`config.mk`:
```
export PLATFORM = sky130hd
export DESIGN_NAME = dcache_ctrl
export DESIGN_NICKNAME = d
export VERILOG_FILES = /design/src/rtl/dcache_pkg.sv /design/src/rtl/dcache_array.sv /design/src/rtl/dcache_ctrl.sv
export SDC_FILE = /design/constraint.sdc
export NUM_CORES = 1
export LEC_CHECK = 0
export BUFFER_PORTS_ARGS = -buffer_cell sky130_fd_sc_hd__buf_2
export CORE_MARGIN = 2
export CORE_UTILIZATION = 54
export CTS_CLUSTER_SIZE = 20
export DETAILED_ROUTE_END_ITERATION = 7
export PLACE_DENSITY = 0.76
export REMOVE_ABC_BUFFERS = 1
export SYNTH_ARGS = -nofsm -noshare
export SYNTH_HDL_FRONTEND = slang
export SYNTH_SLANG_ARGS = --single-unit
```
`constraint.sdc`:
```
create_clock -name CLK -period 4.25 [get_ports CLK]
set_clock_uncertainty 0.05 [all_clocks]
set_input_delay 0.2125 -clock CLK [delete_from_list [all_inputs] [get_ports CLK]]
set_output_delay 0.2125 -clock CLK [all_outputs]
set_load 0.005 [all_outputs]
```
`src/rtl/dcache_pkg.sv`:
```
// Shared types and field widths for the direct-mapped write-back data cache.
package dcache_pkg;

    localparam int LINE_W  = 128;
    localparam int WORD_W  = 32;
    localparam int LADDR_W = 10;
    localparam int OFF_W   = 4;

    typedef enum logic [1:0] {
        IDLE,
        WRITEBACK,
        ALLOCATE
    } state_e;

    function automatic int idx_w(input int n);
        return $clog2(n);
    endfunction

    function automatic int tag_w(input int n);
        return LADDR_W - $clog2(n);
    endfunction

    function automatic int off_w();
        return OFF_W;
    endfunction

endpackage

```
`src/rtl/dcache_array.sv`:
```
// Valid/dirty/tag/data storage: combinational read, word or full-line write.
module dcache_array
    import dcache_pkg::*;
#(
    parameter int NUM_LINES = 8,
    parameter int IDX_W     = 3,
    parameter int TAG_W     = 7
) (
    input  logic              i_clk,
    input  logic              i_rst_n,
    input  logic [IDX_W-1:0]  i_idx,
    output logic              o_valid,
    output logic              o_dirty,
    output logic [TAG_W-1:0]  o_tag,
    output logic [LINE_W-1:0] o_line,
    input  logic              i_word_we,
    input  logic [1:0]        i_word_sel,
    input  logic [WORD_W-1:0] i_word,
    input  logic              i_fill_we,
    input  logic [LINE_W-1:0] i_fill_line,
    input  logic [TAG_W-1:0]  i_fill_tag,
    input  logic              i_clr_dirty
);

    logic [NUM_LINES-1:0] r_valid;
    logic [NUM_LINES-1:0] r_dirty;
    logic [TAG_W-1:0]     r_tag  [NUM_LINES];
    logic [LINE_W-1:0]    r_data [NUM_LINES];

    assign o_valid = r_valid[i_idx];
    assign o_dirty = r_dirty[i_idx];
    assign o_tag   = r_tag[i_idx];
    assign o_line  = r_data[i_idx];

    always_ff @(posedge i_clk or negedge i_rst_n) begin
        if (!i_rst_n) begin
            r_valid <= '0;
            r_dirty <= '0;
        end else if (i_fill_we) begin
            r_valid[i_idx] <= 1'b1;
            r_dirty[i_idx] <= 1'b0;
        end else if (i_word_we) begin
            r_dirty[i_idx] <= 1'b1;
        end else if (i_clr_dirty) begin
            r_dirty[i_idx] <= 1'b0;
        end
    end

    // Tag and data contents are meaningless until valid is set, so no reset.
    always_ff @(posedge i_clk) begin
        if (i_fill_we) begin
            r_data[i_idx] <= i_fill_line;
            r_tag[i_idx]  <= i_fill_tag;
        end else if (i_word_we) begin
            r_data[i_idx][{i_word_sel, 5'b0} +: WORD_W] <= i_word;
        end
    end

endmodule

```
`src/rtl/dcache_ctrl.sv`:
```
// Direct-mapped write-back/write-allocate D-cache controller: hit path,
// miss FSM with registered DRAM drive and a saturating miss counter.
module dcache_ctrl
    import dcache_pkg::*;
#(
    parameter int NUM_LINES = 8,
    parameter int MEM_LAT   = 6,
    parameter int ADDR_W    = 14
) (
    input  logic               CLK,
    input  logic               RSTn,
    input  logic               CPU_REQ,
    input  logic               CPU_WE,
    input  logic [ADDR_W-1:0]  CPU_ADDR,
    input  logic [WORD_W-1:0]  CPU_WDATA,
    output logic [WORD_W-1:0]  CPU_RDATA,
    output logic               CPU_STALL,
    output logic               D_MEM_CSN,
    output logic               D_MEM_WEN,
    output logic [LADDR_W-1:0] D_MEM_ADDR,
    output logic [LINE_W-1:0]  D_MEM_DOUT,
    input  logic [LINE_W-1:0]  D_MEM_DI,
    output logic [15:0]        MISS_CNT
);

    localparam int IDX_W = idx_w(NUM_LINES);
    localparam int TAG_W = tag_w(NUM_LINES);
    localparam logic [3:0] LAT_INIT = 4'(MEM_LAT - 1);

    state_e               r_state;
    logic [3:0]           r_cnt;
    logic                 r_csn;
    logic                 r_wen;
    logic [LADDR_W-1:0]   r_addr;
    logic [LINE_W-1:0]    r_dout;
    logic [15:0]          r_miss;

    logic [IDX_W-1:0]     w_idx;
    logic [TAG_W-1:0]     w_tag;
    logic [1:0]           w_word;
    logic                 w_valid;
    logic                 w_dirty;
    logic [TAG_W-1:0]     w_rtag;
    logic [LINE_W-1:0]    w_line;
    logic                 w_idle;
    logic                 w_hit;
    logic                 w_miss;
    logic                 w_store;
    logic                 w_fill;
    logic                 w_wb_done;
    logic                 w_unused;

    assign w_idx    = CPU_ADDR[OFF_W +: IDX_W];
    assign w_tag    = CPU_ADDR[ADDR_W-1 -: TAG_W];
    assign w_word   = CPU_ADDR[3:2];
    assign w_unused = ^CPU_ADDR[1:0];

    assign w_idle    = (r_state == IDLE);
    assign w_hit     = CPU_REQ & w_valid & (w_rtag == w_tag);
    assign w_miss    = w_idle & CPU_REQ & ~w_hit;
    assign w_store   = w_idle & w_hit & CPU_WE;
    assign w_fill    = (r_state == ALLOCATE) & (r_cnt == '0);
    assign w_wb_done = (r_state == WRITEBACK) & ~r_csn;

    // Gated by RSTn so the pipeline is released the moment reset asserts.
    assign CPU_STALL = RSTn & (~w_idle | w_miss);
    assign CPU_RDATA = (w_idle & w_hit & ~CPU_WE)
                     ? w_line[{w_word, 5'b0} +: WORD_W] : '0;

    assign D_MEM_CSN  = r_csn;
    assign D_MEM_WEN  = r_wen;
    assign D_MEM_ADDR = r_addr;
    assign D_MEM_DOUT = r_dout;
    assign MISS_CNT   = r_miss;

    dcache_array #(
        .NUM_LINES (NUM_LINES),
        .IDX_W     (IDX_W),
        .TAG_W     (TAG_W)
    ) u_array (
        .i_clk       (CLK),
        .i_rst_n     (RSTn),
        .i_idx       (w_idx),
        .o_valid     (w_valid),
        .o_dirty     (w_dirty),
        .o_tag       (w_rtag),
        .o_line      (w_line),
        .i_word_we   (w_store),
        .i_word_sel  (w_word),
        .i_word      (CPU_WDATA),
        .i_fill_we   (w_fill),
        .i_fill_line (D_MEM_DI),
        .i_fill_tag  (w_tag),
        .i_clr_dirty (w_wb_done & (r_cnt == '0))
    );

    always_ff @(posedge CLK or negedge RSTn) begin
        if (!RSTn) begin
            r_state <= IDLE;
            r_cnt   <= '0;
            r_csn   <= 1'b1;
            r_wen   <= 1'b1;
            r_addr  <= '0;
            r_dout  <= '0;
            r_miss  <= '0;
        end else begin
            unique case (r_state)
                IDLE: begin
                    if (w_miss) begin
                        if (r_miss != 16'hFFFF) r_miss <= r_miss + 16'd1;
                        r_cnt <= LAT_INIT;
                        r_csn <= 1'b0;
                        if (w_valid & w_dirty) begin
                            r_state <= WRITEBACK;
                            r_wen   <= 1'b0;
                            r_addr  <= {w_rtag, w_idx};
                            r_dout  <= w_line;
                        end else begin
                            r_state <= ALLOCATE;
                            r_wen   <= 1'b1;
                            r_addr  <= CPU_ADDR[ADDR_W-1:OFF_W];
                        end
                    end
                end
                WRITEBACK: begin
                    // CSN high for one gap cycle before the fill starts.
                    if (!r_csn) begin
                        if (r_cnt == '0) begin
                            r_csn <= 1'b1;
                            r_wen <= 1'b1;
                        end else begin
                            r_cnt <= r_cnt - 4'd1;
                        end
                    end else begin
                        r_state <= ALLOCATE;
                        r_csn   <= 1'b0;
                        r_wen   <= 1'b1;
                        r_addr  <= CPU_ADDR[ADDR_W-1:OFF_W];
                        r_cnt   <= LAT_INIT;
                    end
                end
                ALLOCATE: begin
                    if (r_cnt == '0) begin
                        r_state <= IDLE;
                        r_csn   <= 1'b1;
                    end else begin
                        r_cnt <= r_cnt - 4'd1;
                    end
                end
                default: r_state <= IDLE;
            endcase
        end
    end

endmodule

```
==> results.sh <==
export IMPL_outcome="completed"
export IMPL_post_cts_buffers=0
export IMPL_design_area_sq_um=58200
export IMPL_synth_seq_cells=1258
export IMPL_synth_top_area_share_pct=65.9
export IMPL_die_y_um=306
export IMPL_fillers=6031
export IMPL_finalWorstPathRequiredPeriod_ns=4.03
export IMPL_fin_cells=4778
export IMPL_cp_start_kind="flip-flop"
export IMPL_cts_resized=0
export IMPL_row_count=110
export IMPL_dp_slack_ns=0.262
export IMPL_synth_top_cell_by_area="edfxtp_1"
export IMPL_drc=0
export IMPL_synth_main_ff_cell="edfxtp_1"
export IMPL_die_x_um=306
export IMPL_h_tree_depth=3
export IMPL_rsz0062_at_grt="false"
export IMPL_tightestPinTransition_ns=1.01
export IMPL_drtIter0Drc=4000
export IMPL_yosysWarnings=0
export IMPL_synth_cells=2999
export IMPL_path_clk_slew_ns=0.06
export IMPL_grt_pass1_wl_um=208000
export IMPL_postCtsHoldBufs=56
export IMPL_core_sq_um=90100
export IMPL_cp_max_fo=19
export IMPL_synth_edf_count=1080
export IMPL_finalMaxSlewViolations=0
export IMPL_drtAntennaViolNets=0
export IMPL_max_slew_margin_pct=32.4
export IMPL_post_drt_wl_per_cell_um=30.5
export IMPL_synthTopCellsByArea="edfxtp_1 (66%), dfrtp_1 (9.0%), a22oi_1 (7.8%)"
export IMPL_ios=367
export IMPL_gp_congestion=0.835
export IMPL_antenna_found_initial=7
export IMPL_setup_viol=0
export IMPL_placed_area_sq_um=53800
export IMPL_post_place_cells=4488
export IMPL_yosysMostFrequentCell="edfxtp_1"
export IMPL_crit_path_start="u_array.r_tag[7][1]"
export IMPL_dp_hpwl_um=89600
export IMPL_max_freq_mhz=248
export IMPL_worst_slack_ns=0.219
export IMPL_ctsLongestPathBuffers=3
export IMPL_clock_latency_ns=0.72
export IMPL_overflow=0
export IMPL_cts_sinks=1258
export IMPL_firstDrtPassIters=8
export IMPL_grt_usage_pct=30.8
export IMPL_worstPathRequired_ns=4.62
export IMPL_nets=3680
export IMPL_num_vias=31000
export IMPL_hold_viol_final=0
export IMPL_grt_max_degree=85
export IMPL_initial_core_util_pct=54.6
export IMPL_hold_path_class="in2async"
export IMPL_first_global_vias=30500
export IMPL_power_density_nw_per_um2=507
export IMPL_critPathArrivalTime_ns=4.40
export IMPL_synth_area_sq_um=49200
export IMPL_seq_area_frac_synth_pct=75.0
export IMPL_port_buffers=364
export IMPL_cts_buffers_inserted=121
export IMPL_cts_tree="built"
export IMPL_peakVddDrop_uv=453
export IMPL_cts_root_buffer="clkbuf_16"
export IMPL_post_route_period_util_pct=94.8
export IMPL_drive_above_1_share_pct=24.9
export IMPL_vias_per_cell=6.49
export IMPL_drt_wl_total_um=146000
export IMPL_max_cap_viol_count=0
export IMPL_r2r_start="u_array.r_tag[7][1]"
export IMPL_end_kind="flip-flop"
export IMPL_syn_avg_cell_area_sq_um=16.4
export IMPL_p_leak_nw=21.3
export IMPL_fp_dieArea_sq_um=93500
export IMPL_syn_to_final_growth_pct=18.4
export IMPL_synthTopCellsByCount="edfxtp_1 (1080), a22oi_1 (513), dfrtp_1 (176)"
export IMPL_ys_async_sr_fraction_pct=14.1
export IMPL_ys_types=63
export IMPL_worst_setup_path_type="reg2reg"
==> state kept, by name (all words and copies together), names as in the netlist, named ones only <==
| register | flops |
|---|---|
| u_array.r_tag | 56 |
| r_cnt | 4 |
| MISS_CNT | 16 |
| D_MEM_DOUT | 128 |
| r_state | 2 |
| D_MEM_ADDR | 10 |
| u_array.r_valid | 8 |
| u_array.r_data | 1024 |
| D_MEM_CSN | 1 |
| D_MEM_WEN | 1 |
==> stage by stage <==
stage	setup TNS (ns)	power [mW]	hold slack [ns]	util, %
6_report	0	29.5	0.0259	64.6
4_1_cts	0	29.6	0.00301	64.6
3_3_place_gp	0	19.1	0.223	59.7
2_1_floorplan	-5196.17	17.3	-0.133	-
3_5_place_dp	0	19.3	0.216	59.7
5_1_grt	0	30.5	0.0354	64.6
==> routing by layer <==
layer / vias to the layer above / track usage (%) / wire length [um]
met4: 10 / 13.4 / 6660
met2: 2416 / 48.1 / 67900
met5: - / 0 / 62
li1: 12900 / - / -
met3: 334 / 8.23 / 19600
met1: 15300 / 41.1 / 51700
==> area by class of cell <==
| class | instances | area [sq um] | area share (%) |
|---|---|---|---|
| antenna | 4 | 10.0 | 0.0172 |
| clock buffer | 157 | 3220 | 5.52 |
| clock inverter | 73 | 621 | 1.07 |
| inverter | 142 | 533 | 0.915 |
| multi-input combinational | 1413 | 11500 | 19.8 |
| sequential | 1258 | 36900 | 63.3 |
| tap | 1176 | 1470 | 2.53 |
| timing repair buffer | 555 | 3990 | 6.86 |
==> where the power goes <==
group	internal, mW	total, mW	switching, mW
clock	5.84	10.4	4.60
combinational	1.78	4.11	2.34
sequential	14.5	15.0	0.477
total	22.1	29.5	7.41
==> worst paths after layout <==
check                                         end  slack [ns]  cells after the start
setup / recovery            u_array.r_data[3][77]        0.22                     10
hold / removal                     D_MEM_DOUT[94]        0.03                      2
setup reg to reg            u_array.r_data[3][77]        0.22                     10
hold reg to reg                u_array.r_valid[1]        0.41                      1
max in group asynchronous           D_MEM_ADDR[6]        3.22                      3
min in group CLK           u_array.r_data[5][114]        0.03                      3
==> worst max-delay path: stages (launching register included) <==
cell and delay [ns]:
edfxtp_1 0.37, mux4_2 0.47, mux2i_1 0.23, xor2_1 0.24
o211ai_1 0.25, nor4_4 0.45, nand4_1 0.25, buf_12 0.26
buf_4 0.26, mux2i_1 0.18, dlygate4sd3_1 0.67
==> cells in the final DEF (no fill, tap or decap), types with 7 or more instances in the layout <==
master,synthesis,routed
nor3_1,12,10
clkbuf_16,0,123
nand2_1,173,172
o31a_1,9,9
nor4_1,7,7
dfrtp_1,176,176
clkinv_2,0,21
nor2b_1,35,35
bufinv_16,0,8
nand3_1,12,11
a22oi_1,513,513
mux2_1,25,25
o22ai_1,8,8
or2_2,8,8
mux2i_1,137,137
inv_1,139,139
buf_12,0,47
edfxtp_1,1080,1080
mux4_2,36,36
clkbuf_1,140,33
buf_2,32,363
ha_1,11,11
mux2_2,129,129
clkinv_1,2,30
xor2_1,17,17
buf_4,1,88
dlygate4sd3_1,0,56
o21ai_0,11,11
nor2_4,0,8
nand4_1,135,135
o211ai_1,11,11
a21oi_4,0,32
nor2_1,27,19
==> cells by family after synthesis <==
logic type                 Yosys count  share of synthesized area [%]
DFF                               1258                           75.0
buffers and inverters              328                           2.59
AOI/OAI and AO/OA                  616                           9.26
adders and majority gates           11                          0.280
xor gates and xnor gates            17                          0.303
and+or+nand+nor                    442                           4.62
muxes                              327                           7.96
Note: power is estimated with default switching activity, not from simulation.
